===== src/rtl/vc_pop_arbiter_pkg.sv =====
// Shared definitions for the class-FIFO pop scheduler and its round-robin search.
package vc_pop_arbiter_pkg;
    localparam int N_CLASS = 4;
    localparam int IDX_W   = 2;

    // One-hot encoding, matching the flow-control FSM.
    typedef enum logic [2:0] {
        ST_INIT = 3'b001,
        ST_IDLE = 3'b010,
        ST_ARB  = 3'b100
    } state_t;

    function automatic logic [N_CLASS-1:0] onehot(input logic [IDX_W-1:0] i);
        logic [N_CLASS-1:0] v;
        v    = '0;
        v[i] = 1'b1;
        return v;
    endfunction
endpackage


===== src/rtl/vc_pop_arbiter_rr_pick4.sv =====
// Combinational round-robin search: first set bit of elig at or after start, wrapping mod 4.
module rr_pick4
    import vc_pop_arbiter_pkg::*;
(
    input  logic [N_CLASS-1:0] elig,
    input  logic [IDX_W-1:0]   start,
    output logic               found,
    output logic [IDX_W-1:0]   idx
);
    logic [2*N_CLASS-1:0] dbl_sh;
    logic [N_CLASS-1:0]   rot;

    // rot[k] is elig[(start + k) mod 4]
    assign dbl_sh = {elig, elig} >> start;
    assign rot    = dbl_sh[N_CLASS-1:0];

    always_comb begin
        found = 1'b0;
        idx   = start;
        for (int k = N_CLASS - 1; k >= 0; k--) begin
            if (rot[k]) begin
                found = 1'b1;
                idx   = start + k[IDX_W-1:0];
            end
        end
    end
endmodule


===== src/rtl/vc_pop_arbiter.sv =====
// Round-robin pop scheduler over four class FIFOs with bounded per-class bursts.
// Issues one one-hot pop per cycle and returns the popped word two cycles later.
module vc_pop_arbiter
    import vc_pop_arbiter_pkg::*;
#(
    parameter int DATA_W = 6,
    parameter int BURST  = 2
) (
    input  logic                      clk,
    input  logic                      reset,
    input  logic                      init,
    input  logic [N_CLASS-1:0]        pause,
    input  logic [N_CLASS-1:0]        fifo_empty,
    input  logic [N_CLASS*DATA_W-1:0] fifo_data,
    output logic [N_CLASS-1:0]        pop,
    output logic [DATA_W-1:0]         data_out,
    output logic                      valid_out,
    output logic [IDX_W-1:0]          dest,
    output logic                      idle
);
    localparam int CNT_W = (BURST > 1) ? $clog2(BURST) : 1;

    state_t             state;
    logic [IDX_W-1:0]   last;
    logic [IDX_W-1:0]   start;
    logic [IDX_W-1:0]   pick_idx;
    logic [IDX_W-1:0]   grant_idx;
    logic [IDX_W-1:0]   sel_q;
    logic [CNT_W-1:0]   burst_cnt;
    logic [N_CLASS-1:0] elig;
    logic               found;
    logic               burst_ok;
    logic               grant;
    logic               v1;

    assign elig  = ~fifo_empty & ~pause;
    assign start = last + 2'd1;

    rr_pick4 u_pick (
        .elig  (elig),
        .start (start),
        .found (found),
        .idx   (pick_idx)
    );

    // Stay on the current class only while it is eligible and its burst has room.
    assign burst_ok  = elig[last] && (int'(burst_cnt) < BURST - 1);
    assign grant     = (state == ST_ARB) && !init && found;
    assign grant_idx = burst_ok ? last : pick_idx;
    assign pop       = grant ? onehot(grant_idx) : '0;
    assign idle      = (state == ST_IDLE) && !v1 && !valid_out;

    always_ff @(posedge clk or posedge reset) begin
        if (reset) begin
            state     <= ST_INIT;
            last      <= 2'd3;
            burst_cnt <= '0;
            v1        <= 1'b0;
            sel_q     <= '0;
            valid_out <= 1'b0;
            data_out  <= '0;
            dest      <= '0;
        end else begin
            if (init) begin
                state <= ST_INIT;
            end else begin
                case (state)
                    ST_INIT: state <= ST_IDLE;
                    ST_IDLE: if (found)  state <= ST_ARB;
                    ST_ARB:  if (!found) state <= ST_IDLE;
                    default: state <= ST_INIT;
                endcase
            end

            if (state == ST_INIT) begin
                last      <= 2'd3;
                burst_cnt <= '0;
            end else if (grant) begin
                if (burst_ok) begin
                    burst_cnt <= burst_cnt + CNT_W'(1);
                end else begin
                    last      <= pick_idx;
                    burst_cnt <= '0;
                end
            end

            // FIFO read data lands one cycle after the pop; capture it with its class.
            v1 <= grant;
            if (grant) sel_q <= grant_idx;
            valid_out <= v1;
            if (v1) begin
                data_out <= fifo_data[int'(sel_q)*DATA_W +: DATA_W];
                dest     <= sel_q;
            end
        end
    end
endmodule


===== config.mk =====
export PLATFORM = sky130hd
export DESIGN_NAME = vc_pop_arbiter
export DESIGN_NICKNAME = d
export VERILOG_FILES = /design/src/rtl/vc_pop_arbiter_pkg.sv /design/src/rtl/vc_pop_arbiter_rr_pick4.sv /design/src/rtl/vc_pop_arbiter.sv
export SDC_FILE = /design/constraint.sdc
export NUM_CORES = 1
export LEC_CHECK = 0
export ABC_AREA = 0
export BUFFER_PORTS_ARGS = -buffer_cell sky130_fd_sc_hd__clkbuf_2
export CORE_MARGIN = 1
export CORE_UTILIZATION = 35
export CTS_CLUSTER_SIZE = 8
export DETAILED_ROUTE_END_ITERATION = 6
export GPL_ROUTABILITY_DRIVEN = 0
export PLACE_DENSITY = 0.64
export SLEW_MARGIN = 5
export SYNTH_ARGS = -nofsm -noshare
export SYNTH_HDL_FRONTEND = slang
export SYNTH_SLANG_ARGS = --single-unit

===== constraint.sdc =====
create_clock -name clk -period 2.8 [get_ports clk]
set_clock_uncertainty 0.15 [all_clocks]
set_input_delay 0.56 -clock clk [delete_from_list [all_inputs] [get_ports clk]]
set_output_delay 0.56 -clock clk [all_outputs]
set_load 0.005 [all_outputs]

# ---- Yosys cells after proc, flatten, opt, wreduce, memory -nomap -nowiden
# Index checks and enable logic that the tools add are counted.
dict set report totals {
  ff_bits 18
  input_bits 35
}
dict set report op_classes {
  add_sub_neg 5
  n_mul 1
  order_cmp 4
  n_eq_ne 5
  shift 2
  mux 23
  bitwise 3
  n_reduce_logical 11
}
# operator n
set op_table {}
lappend op_table {{24-bit by 6-bit variable part select with 6-bit output} 1}
lappend op_table {{2-bit two-way mux} 7}
lappend op_table {{1-bit two-way mux} 9}
lappend op_table {{3-bit two-way mux} 3}
lappend op_table {{3-bit case mux with 3 select lines} 1}
lappend op_table {{4-bit NOT} 2}
lappend op_table {{8-bit by 2-bit >> shifter with 4-bit output} 1}
lappend op_table {{1-bit logical AND} 6}
lappend op_table {{2-bit by 3-bit less-than comparator with 1-bit output (second input constant)} 2}
lappend op_table {{3-bit inequality test (second input constant)} 2}
lappend op_table {{2-bit by 1-bit adder with 2-bit output (second input constant)} 2}
lappend op_table {{2-bit adder (second input constant)} 2}
lappend op_table {{4-bit AND} 1}
lappend op_table {{2-bit by 2-bit multiplier with 4-bit output (second input constant)} 1}
lappend op_table {{4-bit two-way mux} 1}
lappend op_table {{3-bit by 1-bit equality test with 1-bit output (second input constant)} 1}
lappend op_table {{3-bit by 2-bit equality test with 1-bit output (second input constant)} 1}
lappend op_table {{3-bit equality test (second input constant)} 1}
lappend op_table {{1-bit zero test} 3}
lappend op_table {{1-bit binary-select mux with 2-bit select} 1}
lappend op_table {{1-bit demux with 2-bit select} 1}
lappend op_table {{2-bit by 1-bit greater-or-equal comparator with 1-bit output (second input constant)} 1}
lappend op_table {{2-bit AND reduction} 1}
lappend op_table {{2-bit nonzero test} 1}
lappend op_table {{other kinds (2)} 2}

# ---- Depth between registers and ports, before layout
# Gate-level depths: netlist of the first run.
dict set report logic_depth {
  ltp_word 13
  mapped_depth 6
  depth_no_buf 5
}

# ---- By module
# Synthesis of the first run repeated with hierarchy kept, for this count alone.
dict set report hier_totals {
  hier_cells 111
  area_unflattened_um2 1182.4
}
# module instances cells_per_inst area_per_inst_um2
set modules_own_cells {}
lappend modules_own_cells {vc_pop_arbiter 1 96 1093.5}
lappend modules_own_cells {rr_pick4 1 15 88.8}

# ---- Worst setup path after synthesis of the first run
# Ideal clock, no wire load.
dict set report synth_timing {
  path_kind {input to output}
  start {in fifo_empty[2]}
  end {out pop[0]}
  arrival_ps 2086
  setup_slack_ps 4
  path_stages 6
  n_path_buf 1
  path_cell_list {or2_1 > buf_6 > mux4_2 > or2_4 > o22a_1 > a211oi_1}
}
dict set report synth_between {
  elab_chain_cells 13
  word_cells_on_any_way 22
}
# element line_no
set synth_rtl {}
lappend synth_rtl {{start, declared} vc_pop_arbiter.sv:13} ;# input logic [N_CLASS-1:0] fifo_empty,
lappend synth_rtl {{4-bit NOT *} vc_pop_arbiter.sv:36} ;# assign elig = ~fifo_empty & ~pause;
lappend synth_rtl {{4-bit AND *} vc_pop_arbiter.sv:36}
lappend synth_rtl {{8-bit by 2-bit >> shifter with 4-bit output} vc_pop_arbiter_rr_pick4.sv:14} ;# assign dbl_sh = {elig, elig} >> start;
lappend synth_rtl {{2-bit two-way mux (4 in series)} vc_pop_arbiter_rr_pick4.sv:21} ;# if (rot[k]) begin
lappend synth_rtl {{2-bit two-way mux} --}
lappend synth_rtl {{2-bit by 3-bit less-than comparator with 1-bit output (implied by the code) or 2-bit by 1-bit greater-or-equal comparator with 1-bit output (tied branches)} vc_pop_arbiter_pkg.sv:16} ;# v[i] = 1'b1;
lappend synth_rtl {{1-bit logical AND (implied by the code)} vc_pop_arbiter_pkg.sv:16}
lappend synth_rtl {{1-bit two-way mux (implied by the code)} vc_pop_arbiter_pkg.sv:16}
lappend synth_rtl {{1-bit demux with 2-bit select} vc_pop_arbiter_pkg.sv:16}
lappend synth_rtl {{4-bit two-way mux *} vc_pop_arbiter.sv:50} ;# assign pop = grant ? onehot(grant_idx) : '0;
lappend synth_rtl {{end, declared} vc_pop_arbiter.sv:15} ;# output logic [N_CLASS-1:0] pop,
# Mark *: on every way between the ends. The rest lies on a longest branch, timed or not. The select of a mux whose other input is x is not followed.

# ---- Worst setup path in the final report of the first run
dict set report layout_timing {
  start {in pause[0]}
  end {out pop[0]}
}
dict set report layout_between {
  elab_chain_cells 13
  word_cells_on_any_way 22
}
# element line_no
set layout_rtl {}
lappend layout_rtl {{start, declared} vc_pop_arbiter.sv:12} ;# input logic [N_CLASS-1:0] pause,
lappend layout_rtl {{4-bit NOT *} vc_pop_arbiter.sv:36}
lappend layout_rtl {{4-bit AND *} vc_pop_arbiter.sv:36}
lappend layout_rtl {{8-bit by 2-bit >> shifter with 4-bit output} vc_pop_arbiter_rr_pick4.sv:14}
lappend layout_rtl {{2-bit two-way mux (4 in series)} vc_pop_arbiter_rr_pick4.sv:21}
lappend layout_rtl {{2-bit two-way mux} --}
lappend layout_rtl {{2-bit by 3-bit less-than comparator with 1-bit output (implied by the code) or 2-bit by 1-bit greater-or-equal comparator with 1-bit output (tied branches)} vc_pop_arbiter_pkg.sv:16}
lappend layout_rtl {{1-bit logical AND (implied by the code)} vc_pop_arbiter_pkg.sv:16}
lappend layout_rtl {{1-bit two-way mux (implied by the code)} vc_pop_arbiter_pkg.sv:16}
lappend layout_rtl {{1-bit demux with 2-bit select} vc_pop_arbiter_pkg.sv:16}
lappend layout_rtl {{4-bit two-way mux *} vc_pop_arbiter.sv:50}
# Marked as above.

==> summary.txt, run 1 <==
Status
  • Status: finished, violations left
  • Failing checks: negative setup slack

Timing
  • Slew Limit Fails: 0
  • Fmax: 345 MHz
  • Tmin final: 2.90 ns
  • Final hold viol count: 0
  • Endpoints failing setup: 4
  • Max-slew headroom: 55.3%
  • Post-route setup slack: -0.0995 ns
  • Unrepaired setup endpoints after global routing: true
  • Measured slew at the worst slew-check pin: 0.670 ns
  • Hold slack: 0.192 ns
  • Final worst path period share: 104%

Cells and area
  • Final cell count without fillers: 233
  • Fill count: 298
  • Post-route core utilization: 54.9%
  • Most frequent cells in the layout: 46 x clkbuf_2, 27 x buf_4, 15 x dfrtp_1, 11 x nor2_1, 8 x mux2_2
  • # diodes: 0
  • Area growth syn-to-layout: 44.1%
  • Nets@finish: 225
  • Share of layout cells above drive strength 1: 57.1%
  • Commonest non-fill, non-tap cell in the layout: clkbuf_2

Critical path
  • Critical-path top delay cell: mux4_2
  • Critical-path maximum fanout: 3
  • Crit Path Category: in -> out
  • Worst EP required: 2.09 ns
  • Critical Path Most Common Cell: or2_4
  • Max stage delay on crit path: 0.51 ns
  • Worst setup SP type: input port
  • Buf+Inv Stages, Crit Path: 2
  • CP delay by family, top: simple AND/OR/NAND/NOR gates
  • Worst EP arrival: 2.19 ns
  • CP endpoint kind: primary output
  • CP cell instances: clkbuf_2, or2_4, mux4_2, or2_4, o22a_1, a211oi_2, buf_2

Drt
  • Detailed-route via count: 1224
  • DRT antenna net count: 0
  • Wire length per cell: 12.9 um
  • Vias per cell: 5.25
  • DR iter-0 viols: 44
  • Drt drc: 0
  • Routed wire length: 3010 um
  • DRT Pass-1 Iters: 4

Synthesis
  • Synth Register Bits: 18
  • Post-Syn Nets: 152
  • Post-synthesis cell area: 1210 um2
  • Mean Syn Cell Area: 10.4 um2
  • Cells after synthesis: 117
  • Post-synthesis sequential area ratio: 37.5%
  • Synth Warn #: 0
  • Yosys top cell by area: dfrtp_1
  • Post-synth top area share: 31.0%
  • Synth cell types: 41
  • Largest cells by area after synthesis: dfrtp_1 31%, mux4_2 13%, mux2_2 7.4%

Worst hold path
  • Tightest Hold Check Type: in -> async

GRT
  • Pin count of the biggest net entering global routing: 19
  • Vias in the first global route: 1188
  • GRT Total Usage: 17.2%
  • First-pass GRT wire length: 4720 um
  • Initial antenna violation count: 0
  • GR Overflow Total: 0

Clock network
  • Clock Latency Late Sink: 0.28 ns
  • Clk root buf: clkbuf_4
  • Hold buffer count at cts: 0
  • H-Tree Depth: 1
  • CTS max path bufs: 2
  • Clk slew on worst S/H paths: 0.10 ns
  • Cts bufs inserted: 3
  • Clock sink count: 18
  • CTS tree: built

Run
  • Max_cap viols: 0

Floorplan
  • Die Span Y: 60.8 um
  • Width of the die: 60.8 um
  • Die area: 3700 um2
  • Row Count: 20
  • IO Count: 49
  • Core area: 3180 um2
  • Initial Util: 38.1%

Power and ir drop
  • Leak Pwr: 0.000841 uW
  • Pwr/cell area: 380 nW/um2
  • Maximum VDD drop: 0.000122 V

Placed design
  • Placed Cells: 226
  • DP Wirelength: 2430 um
  • Port bufs: 48
## registers in the layout, indices dropped and copies added (netlist names)
signal / flops
burst_cnt: 1
data_out: 6
dest: 2
last: 2
sel_q: 2
state: 3
v1: 1
valid_out: 1
## where the power goes
group          switching, uW  internal (uW)
clock                   75.9           79.1
combinational           72.0            121
sequential              31.4            285
## per-layer routing
metal | global-route usage, % | wire length, um | share of wire [%] | up-vias
li1 | - | - | - | 596
met3 | 1.49 | 175 | 5.8 | 2
met4 | 7.79 | 27 | 0.90 | 0
met5 | 0 | 0 | 0 | -
met2 | 33.4 | 1520 | 50 | 51
met1 | 18.7 | 1290 | 43 | 575
## synthesized netlist by cell type
master / instances
o221a_2: 1
a211oi_1: 2
or2_4: 1
or2_1: 1
a2111oi_0: 1
or3_2: 1
nand2b_1: 3
o22ai_1: 4
dfstp_2: 3
o41ai_1: 1
inv_1: 5
dfrtp_1: 15
o21a_1: 2
o22a_1: 2
buf_2: 1
o21ai_2: 1
xnor2_1: 1
nand3b_1: 1
o211a_1: 1
clkbuf_1: 5
or2_0: 1
o31ai_1: 1
mux4_2: 7
nor2_1: 11
o2111ai_1: 2
mux2_2: 8
nand4b_1: 2
a22oi_1: 2
nor3_1: 1
nor4_1: 3
a21o_1: 2
nor4b_1: 1
or2_2: 3
o211ai_1: 1
a31oi_1: 2
or3_1: 1
o221ai_1: 2
buf_6: 1
nand4_1: 1
a21oi_1: 6
nand2_1: 7
## per-stage QoR
| stage | setup WS [ns] | area, um2 | TNS, ns | power (uW) |
|---|---|---|---|---|
| floorplan | 0.00445 | 1210 | 0 | 433 |
| global placement | -0.199 | 1650 | -0.641 | 502 |
| detailed placement | -0.221 | 1650 | -0.731 | 511 |
| CTS | -0.110 | 1730 | -0.392 | 670 |
| global route | -0.178 | 1750 | -0.626 | 706 |
| finish | -0.0995 | 1750 | -0.274 | 664 |
## what timing repair did
item | in CTS | in global routing
pin swaps | 5 | 2
setup buffers | 3 | 0
setup endpoints to repair | 4 | 4
gates resized for setup | 5 | 5
## worst reg2reg max path: cells and delay by family, from the launching register on
family                 cells  cell delay [ns]
and+or+nand+nor            1             0.17
DFF                        1             0.57
AOI/OAI and AO/OA          2             0.29
buffers and inverters      2             0.29
muxes                      1             0.55
## worst paths after layout
kind	from	end	slack [ns]	depth (start not counted)
max reg2reg	last[1]	sel_q[0]	0.72	6
min reg2reg	data_out[2]	data_out[2]	0.36	1
max in group asynchronous	reset	state[1]	1.88	2
min in group clk	init	state[1]	0.32	2
min	reset	data_out[2]	0.19	2
max	pause[0]	pop[0]	-0.1	7
## cell type report
type	count	area, um2	share of cell area, %
clock buffer	4	36.3	2.08
sequential	18	454	26.0
multi-input combinational	87	738	42.3
inverter	5	18.8	1.08
tap	44	55.1	3.15
timing repair buffer	75	443	25.4
## kinds of logic after synthesis
logic type	count (synthesis)	synth area share, %
buffers and inverters	12	4.44
multiplexers	15	20.5
XOR/XNOR	1	0.723
AND/OR/NAND/NOR	38	16.8
AO/OA/AOI/OAI	33	20.0
flip-flops	18	37.5
No activity file was read; power rests on OpenSTA's default activity.
==> run 2, diff against run 1 <==
REMOVE_ABC_BUFFERS = 1   (was unset)
clock period = 2.7 ns   (was 2.8 ns; I/O delays follow)
==> run 2 against run 1 <==
  * The flow still finishes with violations (negative setup slack)
  * Largest power group unchanged
  * Critical endpoint is now pop[1]
  * Via count grew 1.8%
  * Worst setup slack lost 0.17 ns
  * Global-route usage is 1.3 points higher
  * Final cell count down 1.3%
==> summary.txt, run 2 (synthesized netlist as in run 1, its figures left out) <==
Drt
  • M1 wire length: 1320 um (+2.4%)
  • DRT antenna net count: 0 (unchanged)
  • DRT Pass-1 Iters: 4 (unchanged)
  • Met3 WL: 207 um (+18%)
  • Wire length per cell: 13.8 um (+7.1%)
  • Routed wire length: 3180 um (+5.7%)
  • WL met2: 1580 um (+4.5%)
  • Drt drc: 0 (unchanged)
  • Vias per cell: 5.42 (+3.1%)
  • Max Used Layer: met4
  • Detailed-route via count: 1246 (+1.8%)
  • DR iter-0 viols: 34 (-23%)

Cells and area
  • Commonest non-fill, non-tap cell in the layout: clkbuf_2
  • Nets@finish: 222 (-1.3%)
  • Final cell count without fillers: 230 (-1.3%)
  • Area growth syn-to-layout: 41.6%
  • Top flop regs: data_out (6), state (3)
  • Share of layout cells above drive strength 1: 56.5% (-0.69 points)
  • Number of flip-flops in the largest register: 6 (unchanged)
  • # diodes: 0 (unchanged)
  • Top reg by flops: data_out
  • Most frequent cells in the layout: 47 x clkbuf_2, 24 x buf_4, 15 x dfrtp_1, 11 x nor2_1, 8 x mux2_2

Clock network
  • Clk slew on worst S/H paths: 0.10 ns (about the same)
  • CTS max path bufs: 2 (unchanged)
  • Clk root buf: clkbuf_4
  • Hold buffer count at cts: 0 (unchanged)
  • Clock Latency Late Sink: 0.29 ns (about the same)
  • CTS tree: built
  • Clock sink count: 18 (unchanged)
  • Cts bufs inserted: 3 (unchanged)
  • H-Tree Depth: 1 (unchanged)

GRT
  • GRT Total Usage: 18.5% (+1.3 points)
  • Pin count of the biggest net entering global routing: 19 (unchanged)
  • Vias in the first global route: 1228 (+3.4%)
  • GR Overflow Total: 0 (unchanged)
  • First-pass GRT wire length: 4990 um (+5.7%)
  • Initial antenna violation count: 0 (unchanged)

Status
  • Status: finished, violations left
  • Failing checks: negative setup slack

Placed design
  • Placed Cells: 226 (unchanged)
  • Pre-CTS WS: -0.306 ns (-0.0854 ns)
  • Port bufs: 48 (unchanged)
  • DP Wirelength: 2530 um (+4.0%)

Floorplan
  • Width of the die: 60.8 um (unchanged)
  • Die area: 3700 um2 (unchanged)
  • IO Count: 49 (unchanged)
  • Die Span Y: 60.8 um (unchanged)
  • Core area: 3180 um2 (unchanged)
  • Initial Util: 38.1% (unchanged)
  • Row Count: 20 (unchanged)

Critical path
  • Worst setup SP type: input port
  • CP endpoint kind: primary output
  • CP cell instances: clkbuf_2, or2_4, mux4_2, or2_4, o22a_1, a211oi_2, clkbuf_2
  • Critical-path maximum fanout: 4 (+1)
  • Critical-path top delay cell: mux4_2
  • Worst EP required: 2.01 ns (-0.08 ns)
  • Worst EP arrival: 2.28 ns (+0.09 ns)
  • Max stage delay on crit path: 0.52 ns (about the same)
  • Crit Path Category: in -> out

Timing
  • Final hold viol count: 0 (unchanged)
  • Slew Limit Fails: 0 (unchanged)
  • Tmin final: 2.97 ns
  • Measured slew at the worst slew-check pin: 0.660 ns (-0.00988 ns)
  • Endpoints failing setup: 4 (unchanged)
  • Post-route setup slack: -0.271 ns (-0.172 ns)
  • Max-slew headroom: 55.9% (+0.66 points)
  • Unrepaired setup endpoints after global routing: true
  • Fmax: 337 MHz
  • Final worst path period share: 110%

Power and ir drop
  • Maximum VDD drop: 0.000133 V (+8.9%)
  • Pwr/cell area: 403 nW/um2 (+6.0%)
  • Leak Pwr: 0.000829 uW (-1.4%)

Worst hold path
  • Tightest Hold Check Type: in -> async

Run
  • Max_cap viols: 0 (unchanged)
## run 2: worst paths after layout
check | depth (start not counted) | endpoint | from | slack [ns]
setup / recovery | 7 | pop[1] | fifo_empty[0] | -0.27
setup reg to reg | 5 | sel_q[1] | last[1] | 0.56
hold reg to reg | 1 | data_out[0] | data_out[0] | 0.37
max in group asynchronous | 2 | data_out[2] | reset | 1.83
min in group clk | 2 | state[1] | init | 0.29
hold / removal | 2 | data_out[0] | reset | 0.15
## run 2: final cells by class
class / instances / area [um2]
clock buffer: 4 / 36.3
fill: 308 / 1460
inverter: 5 / 18.8
multi-input combinational: 87 / 731
sequential: 18 / 454
tap: 44 / 55.1
timing repair buffer: 72 / 420
## run 2: critical path: cells and delay by family
| kind | cells | cell delay [ns] |
|---|---|---|
| multiplexers | 1 | 0.52 |
| AO/OA/AOI/OAI | 2 | 0.42 |
| AND/OR/NAND/NOR | 2 | 0.55 |
| buffers and inverters | 2 | 0.25 |
## run 2: through the flow
step	total power [uW]	setup TNS, ns	instance area [um2]	hold slack, ns	utilization [%]
final	692	-0.946	1720	0.147	54.0
after floorplan	443	-0.0676	1180	0.326	-
after global routing	739	-1.30	1720	0.193	54.0
after global placement	521	-1.04	1650	0.339	52.0
after CTS	699	-0.861	1700	0.177	53.6
after detailed placement	531	-1.12	1650	0.353	52.0
## run 2: power breakdown
group | total [uW] | internal [uW] | switching [uW]
clock network | 165 | 82.2 | 82.9
registers | 330 | 296 | 34.8
logic | 196 | 123 | 73.6
## run 2: routing by layer
layer | track usage [%] | vias up
li1 | - | 596
met1 | 19.0 | 588
met2 | 35.0 | 54
met3 | 4.26 | 8
met4 | 8.77 | 0
met5 | 0 | -
## run 2: timing repair
item,4_1_cts,5_1_grt
gates cloned,0,0
resized for setup,5,3
pin swaps,4,0
hold endpoints to repair,0,0
endpoints found under the setup margin,4,4
setup buffers,0,0
==> run 3, diff against run 2 <==
CTS_BUF_LIST = sky130_fd_sc_hd__clkbuf_8   (was unset)
HOLD_SLACK_MARGIN = 0.02   (was unset)
==> run 3 against run 2 <==
  * The run still ends with negative setup slack left
  * Cell area up 2.3%
  * Global-route usage unchanged
  * Core utilization up 1.3 points
  * Combinational power up 2%
  * Routed wire length up 0.82%
  * Worst setup slack better by 0.041 ns
  * Critical path type unchanged
  * Largest cell class unchanged
  * Largest power group unchanged
==> summary.txt, run 3 (synthesized netlist as in run 1, its figures left out) <==
Worst hold path
  • Tightest Hold Check Type: in -> async

Timing
  • Endpoints failing setup: 4 (unchanged)
  • Measured slew at the worst slew-check pin: 0.656 ns (-0.00429 ns)
  • Post-route setup slack: -0.230 ns (+0.0414 ns)
  • Slew Limit Fails: 0 (unchanged)
  • Max-slew headroom: 56.2% (+0.29 points)
  • Final worst path period share: 109% (-1.5 points)
  • Unrepaired setup endpoints after global routing: true
  • Tmin final: 2.93 ns (-0.0414 ns)
  • Fmax: 341 MHz (+1.4%)
  • Final hold viol count: 0 (unchanged)

Critical path
  • Worst R2R Path Depth: 5 (unchanged)
  • Critical-path maximum fanout: 4 (unchanged)
  • Crit Path Category: in -> out
  • Max stage delay on crit path: 0.52 ns (about the same)
  • Reg2reg start: last[1]
  • Worst EP arrival: 2.24 ns (-0.04 ns)
  • CP cell instances: clkbuf_2, or2_4, mux4_2, or2_4, o22a_1, a211oi_2, buf_2
  • R2R setup slack: 0.57 ns (about the same)
  • R2R Path End: sel_q[1]
  • Worst EP required: 2.01 ns (about the same)
  • CP endpoint kind: primary output
  • Critical-path top delay cell: mux4_2
  • Critical Path Most Common Cell: or2_4
  • Worst setup SP type: input port

Cells and area
  • Post-route core utilization: 55.2% (+1.3 points)
  • Most frequent cells in the layout: 45 x clkbuf_2, 26 x buf_4, 15 x dfrtp_1, 11 x nor2_1, 8 x mux2_2
  • Area growth syn-to-layout: 44.9%
  • Share of layout cells above drive strength 1: 56.9% (+0.46 points)
  • Nets@finish: 224 (+0.90%)
  • Commonest non-fill, non-tap cell in the layout: clkbuf_2
  • Top reg by flops: data_out
  • # diodes: 0 (unchanged)
  • Number of flip-flops in the largest register: 6 (unchanged)
  • Top flop regs: data_out (6), state (3)

Placed design
  • Pre-CTS WS: -0.306 ns (unchanged)
  • DP Wirelength: 2530 um (unchanged)
  • Port bufs: 48 (unchanged)

Clock network
  • Clk slew on worst S/H paths: 0.07 ns (-0.03 ns)
  • CTS max path bufs: 2 (unchanged)
  • CTS tree: built
  • Clock Latency Late Sink: 0.25 ns (-0.04 ns)
  • Cts bufs inserted: 3 (unchanged)
  • H-Tree Depth: 1 (unchanged)
  • Hold buffer count at cts: 0 (unchanged)
  • Clk root buf: clkbuf_8
  • Clock sink count: 18 (unchanged)

Power and ir drop
  • Pint: 551 uW (+10%)
  • Clock power share: 28.9% (+5.0 points)
  • Leak Pwr: 0.000850 uW (+2.4%)
  • Maximum VDD drop: 0.000205 V (+54%)
  • Pwr/cell area: 425 nW/um2 (+5.3%)
  • Pwr Total: 746 uW (+7.8%)
  • Comb pwr share: 26.8% (-1.6 points)
  • Switching share of power: 26.1% (-1.5 points)
  • Seq pwr share: 44.3% (-3.5 points)
  • Switching pwr: 195 uW (+1.9%)

Drt
  • Drt drc: 0 (unchanged)
  • DRT Pass-1 Iters: 4 (unchanged)
  • Detailed-route via count: 1270 (+1.9%)
  • Vias per cell: 5.47 (+1.0%)
  • Wire length per cell: 13.8 um (about the same)
  • Routed wire length: 3210 um (+0.82%)
  • DRT antenna net count: 0 (unchanged)
  • DR iter-0 viols: 48 (+41%)

Floorplan
  • Die area: 3700 um2 (unchanged)
  • Row Count: 20 (unchanged)
  • Core area: 3180 um2 (unchanged)
  • IO Count: 49 (unchanged)
  • Initial Util: 38.1% (unchanged)
  • Width of the die: 60.8 um (unchanged)
  • Die Span Y: 60.8 um (unchanged)

GRT
  • Initial antenna violation count: 0 (unchanged)
  • Vias in the first global route: 1241 (+1.1%)
  • Pin count of the biggest net entering global routing: 19 (unchanged)
  • First-pass GRT wire length: 5040 um (+1.1%)
  • GRT Total Usage: 18.5% (unchanged)
  • GR Overflow Total: 0 (unchanged)

Status
  • Status: finished, violations left
  • Failing checks: negative setup slack

Run
  • Max_cap viols: 0 (unchanged)
## run 3: cell types whose count changed in the layout (fill, tap and decap cells not counted), moves of 2 or more
cell / previous run / this run
clkbuf_2: 47 / 45
clkbuf_8: 1 / 4
buf_4: 24 / 26
clkbuf_4: 3 / 0
## run 3: per-layer routing
layer | GRT usage (%) | vias to the layer above | share of wire [%]
li1 | - | 601 | -
met1 | 19.1 | 603 | 41
met2 | 35.9 | 57 | 50
met3 | 2.35 | 9 | 6.6
met4 | 9.42 | 0 | 2.5
met5 | 0 | - | 0
## run 3: worst max-delay path by stage
stage,from,end
3_5_place_dp,fifo_empty[0],pop[1]
3_3_place_gp,fifo_empty[0],pop[1]
6_report,pause[1],pop[1]
2_1_floorplan,fifo_empty[0],pop[0]
5_1_grt,fifo_empty[3],pop[1]
4_1_cts,fifo_empty[3],pop[0]
## run 3: layout make-up
type / count / area, um2
clock buffer: 4 / 55.1
fill: 305 / 1420
inverter: 5 / 18.8
multi-input combinational: 87 / 731
sequential: 18 / 454
tap: 44 / 55.1
timing repair buffer: 74 / 442
## run 3: per-stage QoR
| stage | std cells | hold WS [ns] | instance area (um2) | setup TNS [ns] |
|---|---|---|---|---|
| after CTS | 232 | 0.233 | 1740 | -0.707 |
| after global placement | 226 | 0.339 | 1650 | -1.04 |
| after detailed placement | 226 | 0.353 | 1650 | -1.12 |
| final | 232 | 0.200 | 1760 | -0.784 |
| after floorplan | 110 | 0.326 | 1180 | -0.0676 |
| after global routing | 232 | 0.264 | 1760 | -1.12 |
## run 3: critical path, delay by kind of cell
family                 cells  cell delay (ns)
buffers and inverters      2             0.24
and+or+nand+nor            2             0.52
AOI/OAI and AO/OA          2             0.42
muxes                      1             0.52
## run 3: power by group through the flow
stage / Clock, uW / Combinational (uW) / Sequential [uW]
after floorplan: 0 / 114 / 329
after global placement: 0 / 187 / 334
after detailed placement: 0 / 194 / 338
after CTS: 223 / 198 / 332
after global routing: 238 / 221 / 335
final: 216 / 200 / 331
## run 3: what timing repair did
item                                   4_1_cts  5_1_grt
setup buffers                                2        0
endpoints found under the hold margin        0        0
pin swaps                                    7        0
gates resized for setup                      5        6
setup endpoints to repair                    4        4
